===== config.mk =====
export PLATFORM = sky130hd
export DESIGN_NAME = wsg_synth
export DESIGN_NICKNAME = d
export VERILOG_FILES = /design/src/rtl/wsg_synth.sv
export SDC_FILE = /design/constraint.sdc
export NUM_CORES = 1
export LEC_CHECK = 0
export CAP_MARGIN = 20
export CORE_ASPECT_RATIO = 1.5
export CORE_MARGIN = 2
export CORE_UTILIZATION = 55
export CTS_BUF_LIST = sky130_fd_sc_hd__clkbuf_2 sky130_fd_sc_hd__clkbuf_4 sky130_fd_sc_hd__clkbuf_8
export DETAILED_ROUTE_END_ITERATION = 6
export PLACE_DENSITY_LB_ADDON = 0.15
export SLEW_MARGIN = 20
export SYNTH_ARGS = -nofsm -noshare
export SYNTH_HDL_FRONTEND = slang
export SYNTH_SLANG_ARGS = --single-unit

===== constraint.sdc =====
create_clock -name clk -period 9.5 [get_ports clk]
set_input_delay 1.9 -clock clk [delete_from_list [all_inputs] [get_ports clk]]
set_output_delay 1.9 -clock clk [all_outputs]
set_load 0.02 [all_outputs]

===== src/rtl/wsg_synth.sv =====
// wsg_synth -- N-channel wavetable sound generator.
//
// Each channel has a 20-bit frequency word, a 4-bit wave select and a 4-bit
// volume, all written one nibble at a time by the CPU bus decode. Once per
// sample tick the channels are visited in order. For each channel a 4-bit
// sample is fetched from the external wave PROMs, scaled by the volume and
// summed. The phase accumulator then advances by the frequency word. The sum
// is saturated to OUT_W bits and published on sample_out.
//
// Optional feature (compile-time macro): WSG_SIGMA_DELTA_EN
//   defined   : first-order delta-sigma modulator on sample_out drives pdm_out
//   undefined : pdm_out is tied low and no modulator logic is built
//
// Ports
//   clk          system clock
//   reset_n      asynchronous active-low reset
//   enable       run (1) / freeze (0); a frame already in progress completes
//   reg_we       register write strobe, one cycle
//   reg_addr     {channel, field}: field 0..4 freq nibbles, 5 wave, 6 volume
//   reg_din      register nibble
//   wave_rd      PROM read strobe
//   wave_addr    {wave[2:0], phase index[4:0]}
//   wave_bank    wave[3]: PROM A (0) or PROM B (1)
//   wave_data    PROM data, valid the cycle after wave_rd
//   sample_out   signed saturated mixed sample
//   sample_valid one-cycle pulse when sample_out updates
//   pdm_out      delta-sigma bitstream (constant 0 when the modulator is absent)
module wsg_synth #(
  parameter int CHANNELS  = 3,
  parameter int CLK_HZ    = 33330000,
  parameter int SAMPLE_HZ = 24000,
  parameter int ACC_W     = 20,
  parameter int OUT_W     = 10,
  localparam int CH_W     = (CHANNELS > 1) ? $clog2(CHANNELS) : 1
) (
  input  logic                    clk,
  input  logic                    reset_n,
  input  logic                    enable,
  input  logic                    reg_we,
  input  logic [CH_W+2:0]         reg_addr,
  input  logic [3:0]              reg_din,
  output logic                    wave_rd,
  output logic [7:0]              wave_addr,
  output logic                    wave_bank,
  input  logic [3:0]              wave_data,
  output logic signed [OUT_W-1:0] sample_out,
  output logic                    sample_valid,
  output logic                    pdm_out
);

  localparam int DIV     = CLK_HZ / SAMPLE_HZ;
  localparam int DIV_W   = (DIV > 2) ? $clog2(DIV) : 2;
  localparam int SUM_W   = 8 + CH_W;
  localparam int OUT_MAX = (1 << (OUT_W - 1)) - 1;
  localparam int OUT_MIN = -(1 << (OUT_W - 1));

  // A frame needs 3 cycles per channel plus entry and output; a shorter
  // divider would drop ticks.
  if (DIV < 3 * CHANNELS + 3) begin : g_div_check
    $error("wsg_synth: CLK_HZ/SAMPLE_HZ too small for CHANNELS");
  end
  if (ACC_W < 20) begin : g_acc_check
    $error("wsg_synth: ACC_W must hold the five frequency nibbles");
  end

  typedef enum logic [2:0] {IDLE, READ, WAIT, ACC, OUT} state_t;

  state_t                  state_reg, state_next;
  logic [CH_W-1:0]         ch_reg, ch_next;
  logic signed [SUM_W-1:0] sum_reg, sum_next;
  logic [3:0]              latch_reg, latch_next;
  logic signed [OUT_W-1:0] sample_out_reg, sample_next;
  logic                    sample_valid_reg, valid_next;
  logic [DIV_W-1:0]        div_cnt_reg;
  logic                    tick;

  logic [ACC_W-1:0] acc_arr  [CHANNELS];
  logic [3:0]       wave_arr [CHANNELS];
  logic [3:0]       vol_arr  [CHANNELS];

  logic signed [8:0] vol9, s9, prod;
  int                sum_i;

  // Sample-rate divider: free-running regardless of enable.
  assign tick = (div_cnt_reg == DIV_W'(DIV - 1));

  always_ff @(posedge clk or negedge reset_n) begin
    if (!reset_n) begin
      div_cnt_reg <= '0;
    end else if (tick) begin
      div_cnt_reg <= '0;
    end else begin
      div_cnt_reg <= div_cnt_reg + 1'b1;
    end
  end

  // Per-channel register file and phase accumulator. A write in the same
  // cycle as the channel's ACC step lands after that step uses the old value.
  genvar gi;
  for (gi = 0; gi < CHANNELS; gi++) begin : g_ch
    logic [ACC_W-1:0] freq_reg, acc_reg;
    logic [3:0]       wave_reg, vol_reg;
    logic             sel_wr, sel_acc;

    assign sel_wr  = reg_we && (reg_addr[CH_W+2:3] == CH_W'(gi));
    assign sel_acc = (state_reg == ACC) && (ch_reg == CH_W'(gi));

    always_ff @(posedge clk or negedge reset_n) begin
      if (!reset_n) begin
        freq_reg <= '0;
        acc_reg  <= '0;
        wave_reg <= '0;
        vol_reg  <= '0;
      end else begin
        if (sel_wr) begin
          case (reg_addr[2:0])
            3'd0, 3'd1, 3'd2, 3'd3, 3'd4: freq_reg[{reg_addr[2:0], 2'b00} +: 4] <= reg_din;
            3'd5:    wave_reg <= reg_din;
            3'd6:    vol_reg  <= reg_din;
            default: ;
          endcase
        end
        if (sel_acc) begin
          acc_reg <= acc_reg + freq_reg;
        end
      end
    end

    assign acc_arr[gi]  = acc_reg;
    assign wave_arr[gi] = wave_reg;
    assign vol_arr[gi]  = vol_reg;
  end

  // Signed sample s = data - 8 is the data with its MSB inverted.
  assign s9   = {{6{~latch_reg[3]}}, latch_reg[2:0]};
  assign vol9 = {5'b0, vol_arr[ch_reg]};
  assign prod = vol9 * s9;

  always_ff @(posedge clk or negedge reset_n) begin
    if (!reset_n) begin
      state_reg        <= IDLE;
      ch_reg           <= '0;
      sum_reg          <= '0;
      latch_reg        <= '0;
      sample_out_reg   <= '0;
      sample_valid_reg <= 1'b0;
    end else begin
      state_reg        <= state_next;
      ch_reg           <= ch_next;
      sum_reg          <= sum_next;
      latch_reg        <= latch_next;
      sample_out_reg   <= sample_next;
      sample_valid_reg <= valid_next;
    end
  end

  always_comb begin
    state_next  = state_reg;
    ch_next     = ch_reg;
    sum_next    = sum_reg;
    latch_next  = latch_reg;
    sample_next = sample_out_reg;
    valid_next  = 1'b0;
    wave_rd     = 1'b0;
    wave_addr   = '0;
    wave_bank   = 1'b0;
    sum_i       = int'(sum_reg);
    case (state_reg)
      IDLE: begin
        if (tick && enable) begin
          state_next = READ;
          ch_next    = '0;
          sum_next   = '0;
        end
      end
      READ: begin
        wave_rd    = 1'b1;
        wave_addr  = {wave_arr[ch_reg][2:0], acc_arr[ch_reg][ACC_W-1 -: 5]};
        wave_bank  = wave_arr[ch_reg][3];
        state_next = WAIT;
      end
      WAIT: begin
        latch_next = wave_data;
        state_next = ACC;
      end
      ACC: begin
        sum_next = sum_reg + SUM_W'(prod);
        if (ch_reg == CH_W'(CHANNELS - 1)) begin
          state_next = OUT;
        end else begin
          ch_next    = ch_reg + 1'b1;
          state_next = READ;
        end
      end
      OUT: begin
        if (sum_i > OUT_MAX) begin
          sample_next = OUT_W'(OUT_MAX);
        end else if (sum_i < OUT_MIN) begin
          sample_next = OUT_W'(OUT_MIN);
        end else begin
          sample_next = OUT_W'(sum_i);
        end
        valid_next = 1'b1;
        state_next = IDLE;
      end
      default: state_next = IDLE;
    endcase
  end

  assign sample_out   = sample_out_reg;
  assign sample_valid = sample_valid_reg;

`ifdef WSG_SIGMA_DELTA_EN
  // First-order modulator: subtract +half while the accumulator is
  // non-negative, add half otherwise. pdm_reg equals the inverted sign of
  // the registered accumulator but starts at 0 out of reset.
  localparam int SD_W = OUT_W + 2;
  localparam logic signed [SD_W-1:0] SD_HALF = SD_W'(1 << (OUT_W - 1));

  logic signed [SD_W-1:0] sd_acc_reg, sd_acc_next;
  logic                   pdm_reg;

  always_comb begin
    sd_acc_next = sd_acc_reg + SD_W'(sample_out_reg) - (pdm_reg ? SD_HALF : -SD_HALF);
  end

  always_ff @(posedge clk or negedge reset_n) begin
    if (!reset_n) begin
      sd_acc_reg <= '0;
      pdm_reg    <= 1'b0;
    end else begin
      sd_acc_reg <= sd_acc_next;
      pdm_reg    <= ~sd_acc_next[SD_W-1];
    end
  end

  assign pdm_out = pdm_reg;
`else
  assign pdm_out = 1'b0;
`endif

endmodule


# Yosys cells after proc, flatten, opt, wreduce, memory -nomap -nowiden
# Cells that the tools add are included.
op_classes:
  n_bitwise: 2
  multipliers: 1
  div_mod_pow: 0
  reduce_logical: 24
  n_mux: 27
  n_eq_ne: 17
  shift: 2
  n_addsub: 7
  order_cmp: 3
op_table:
  columns: ["operator", "count"]
  rows:
  - ["$add A20 B20 Y20", 3]
  - ["$bwmux W20", 3]
  - ["$bmux W20 S2", 1]
  - ["$mux W20", 2]
  - ["$mux W10", 3]
  - ["$pmux W10 S2", 1]
  - ["$reduce_and A2 Y1", 10]
  - ["$shift A4 B7 Y20 const A", 1]
  - ["$shiftx A4 B7 Y20", 1]
  - ["$bmux W4 S2", 2]
  - ["$mux W4", 4]
  - ["$eq A3 B2 Y1 const B", 4]
  - ["$eq A3 B3 Y1 const B", 4]
  - ["$pmux W3 S4", 1]
  - ["$add A11 B1 Y11 const B", 1]
  - ["$eq A11 B11 Y1 const B", 1]
  - ["$mux W11", 1]
  - ["$add A10 B9 Y10", 1]
  - ["$gt A10 B10 Y1 const B", 1]
  - ["$lt A10 B10 Y1 const B", 1]
  - ["$mul A5 B4 Y9", 1]
  - ["$mux W8", 1]
  - ["$logic_and A1 B1 Y1", 7]
  - ["$neg A5 Y7", 1]
  - ["other kinds (17)", 27]
word_totals:
  romBits: 0
  mem_count: 0
  latchBits: 0
  ramBits: 0
  inputBits: 17
  reg_bits: 185
  output_inout_bits: 22
  word_cells: 102

# Depth between registers and ports, before layout
logic_depth:
  depth_word: 7
  depth_mapped: 19
  mapped_depth_nobuf: 18

# Least setup slack after synthesis
# OpenSTA, ideal clock, no wires.
synth_timing:
  kind: "register -> register"
  startpoint: "register ch_reg[0]"
  endpoint: "register sum_reg[9]"
  path_slack_ns: 5.069
  path_stages_with_launch: 19
  setup_time_ns: 0.121
  arrival_ns: 4.310
  n_path_buf: 2
  period_less_slack_ns: 4.431
  required_time_ns: 9.379
  path_cell_list: "dfrtp_1 > clkbuf_1 > nor2_1 > clkbuf_1 > nand2_1 > o21ai_1 > nand2_1 > fa_1 > fa_1 > fa_1 > inv_1 > ha_1 > a21o_1 > a21o_1 > a21o_1 > a31o_1 > a21oi_1 > xnor2_1 > a22o_1"
synth_between:
  elab_chain_cells: 7
synth_lines:
  columns: ["item", "line", "rtl"]
  rows:
  - ["start: declaration", "69", "logic [CH_W-1:0] ch_reg, ch_next;"]
  - ["start signal: assignment", "149", "ch_reg <= ch_next;"]
  - ["$not A2 Y3 (implied by the code)", "136", "assign vol9 = {5'b0, vol_arr[ch_reg]};"]
  - ["$bmux W4 S2", "136", null]
  - ["$mux W4 (implied by the code) (2 in series)", "136", null]
  - ["$mul A5 B4 Y9", "137", "assign prod = vol9 * s9;"]
  - ["$add A10 B9 Y10", "187", "sum_next = sum_reg + SUM_W'(prod);"]
  - ["$pmux W10 S2", "168", "case (state_reg)"]
  - ["end signal: assignment", "150", "sum_reg <= sum_next;"]
  - ["end: declaration", "70", "logic signed [SUM_W-1:0] sum_reg, sum_next;"]
# Every way passes these cells. The select of a mux whose other input is x is not followed.
# A chain may end at the register's enable or synchronous reset.

# Worst setup path after layout
# Ends and elaborated chain as after synthesis.

==> results_dict.tcl <==
set metrics [dict create \
    grt_max_degree 120 \
    root_buffer "clkbuf_8" \
    ant_nets 0 \
    crit_fanout 17 \
    cp-end-kind "flip-flop" \
    design_area_sq_mm 0.0121 \
    max_slew_margin 0.275 \
    fin_skew_ns 0.0116 \
    fin_crit_ns 5.07 \
    synthArstFlopShare 1.00 \
    totalWireLength_mm 22.8 \
    path_class "reg2reg" \
    drc 0 \
    grt_overflow 0 \
    maxCapViolations 0 \
    fin_nets 1242 \
    clk_pin_slew_ns 0.09 \
    fin_cells 1397 \
    avgSynthCellArea_sq_um 10.1 \
    insertion_delay_ns 0.46 \
    htreeDepth 4 \
    synth_flop_cell "dfrtp_1" \
    syn_area_sq_mm 0.0111 \
    start_kind "flip-flop" \
    io_pins 39 \
    core_area_sq_mm 0.0198 \
    initial_utilization 0.563 \
    n_antenna_cell 0 \
    fmax_mhz 197 \
    grt_antenna_before_repair 0 \
    cp_slowest_cell "dfrtp_1" \
    cts_resized 0 \
    r2r_start "ch_reg[0]$_DFFE_PN0P_" \
    vias_per_cell 5.59 \
    cts.path.max_buffers 2 \
    synth_top_area_frac 0.416 \
    rsz0062_at_grt "no" \
    port_buffers 37 \
    critPathBufInv 1 \
    fp.dieH_um 178 \
    worstHoldStart "div_cnt_reg[4]$_DFF_PN0_" \
    post_cts_buffers 0 \
    tritoncts "done" \
    slowest_delay_ns 0.82 \
    placed_area_sq_mm 0.0117 \
    holdCritPathClass "reg2reg" \
    grt_pass1_wl_mm 39.2 \
    ys_seq_elements 185 \
    grt_pass1_vias 7924 \
    first_iter_violations 296 \
    synth_edf_count 0 \
    power_density_mw_per_mm2 133 \
    die-area_sq_mm 0.0214 \
    setup_tns_ns 0 \
    slew_violations 0 \
    cts_hold_buffers 0 \
    power.total_uw 1620 \
    cts_buffers 17 \
    layout_common_cells "185 x dfrtp_1, 120 x nand2_1, 87 x ha_1" \
    crit_chain "nor2_1 -> nand2_1 -> o21ai_0 -> or2_2 -> fa_1 -> fa_1 -> fa_1 -> inv_1 -> ha_1 -> a21o_1 -> a21o_1 -> a21o_1 -> a31o_1 -> a21oi_1 -> xnor2_1 -> a22o_1" \
    final_common_cell "dfrtp_1" \
    firstDrtPassIters 4 \
    gp_congestion 0.858 \
    crit_start "ch_reg[0]$_DFFE_PN0P_" \
    ys_seq_area_frac 0.416 \
    hpwl_mm 16.8 \
    synth_nets 1221 \
    drive_gt1_frac 0.0774 \
    fillCellCount 1694 \
    critical_path.top_delay_family "adder cells" \
    grt_usage 0.231 \
    area_delta_synth_final_pct 8.73 \
    final-hold-violation-count 0 \
    synth.distinct_cells 66 \
    finalHoldWorstSlack_ns 0.479 \
    p_leak_uw 0.00603 \
    vias 7804 \
    ys_warn_count 0 \
    cp.required_ns 9.85 \
    clock-sinks 185 \
    synth_area_leaders "dfrtp_1 42%, ha_1 9.8%, mux2_1 6.4%, nand2_1 4.0%, mux2_2 3.5%" \
    die_w_um 120 \
    tightest_slew_ns 1.08 \
    netlist_instances 1103 \
    peakVddDrop_mv 0.0902 \
    post-place-cells 1365 \
    wl_per_cell_um 16.4 \
    synth_largest_area_cell "dfrtp_1" \
    fin_crit_sh 0.534 \
    worstPathArrival_ns 5.42 \
    setup_viol 0 \
    placementRows 63 \
    run_status "complete, no violations" \
]
[cells in the mapped netlist (9+ instances only)]
master      n
and3_1      9
inv_1      50
and2_1     13
a21oi_1    61
mux2_2     35
ha_1       87
o21ai_1    64
a21o_1     33
o21ai_0    15
mux2_1     63
clkbuf_1   25
fa_1       14
nand4_1    10
xor2_1     30
nor3_1     10
nand3_1    19
dfrtp_1   185
nand2_1   120
a22o_1     10
mux2i_1    17
xnor2_1    36
nor2_1     80
[through the flow]
step	util	worst slack, ns
2_1_floorplan	-	5.07
3_5_place_dp	0.592	4.45
3_3_place_gp	0.592	4.51
4_1_cts	0.612	4.39
5_1_grt	0.612	4.07
6_report	0.612	4.43
[cell families (layout without fill, tap and decap cells)]
family,count (synthesis),count (layout),synth area share
and+or+nand+nor,302,302,0.127
buffers and inverters,93,127,0.0332
xor gates and xnor gates,66,66,0.0519
DFF,185,185,0.416
adders and majority gates,101,101,0.123
AOI/OAI and AO/OA,240,240,0.135
muxes,115,115,0.114
other,1,1,0.000337
[final cells by class]
| class | instances | area, sq um | area share |
|---|---|---|---|
| clock inverter | 12 | 136 | 0.0113 |
| tap | 260 | 325 | 0.0269 |
| clock buffer | 20 | 275 | 0.0227 |
| timing repair buffer | 42 | 407 | 0.0336 |
| sequential | 185 | 4630 | 0.382 |
| multi-input combinational | 825 | 6140 | 0.507 |
| inverter | 53 | 199 | 0.0164 |
[power breakdown]
| group | internal [uW] | switching (uW) | leakage [uW] |
|---|---|---|---|
| Clock | 258 | 292 | 0.000203 |
| Combinational | 86.1 | 106 | 0.00335 |
| Sequential | 840 | 33.5 | 0.00248 |
| Total | 1180 | 431 | 0.00603 |
[final timing paths]
path                                                   to  slack [ns]  cells past startpoint
hold / removal                   div_cnt_reg[4]$_DFF_PN0_        0.48                      1
max in group asynchronous  g_ch[1].acc_reg[3]$_DFFE_PN0P_        6.54                      2
setup / recovery                   sum_reg[9]$_DFFE_PN0P_        4.43                     16
setup reg to reg                   sum_reg[9]$_DFFE_PN0P_        4.43                     16
min in group asynchronous        div_cnt_reg[5]$_DFF_PN0_        1.57                      1
hold reg to reg                  div_cnt_reg[4]$_DFF_PN0_        0.48                      1
[per-layer routing]
metal / part of all wire / vias up / GRT usage
met1: 0.44 / 3760 / 0.286
met5: 0 / - / 0
met2: 0.52 / 99 / 0.417
met4: 0.016 / 0 / 0.0686
li1: - / 3916 / -
met3: 0.022 / 29 / 0.0345
(Power assumes the default switching activity.)
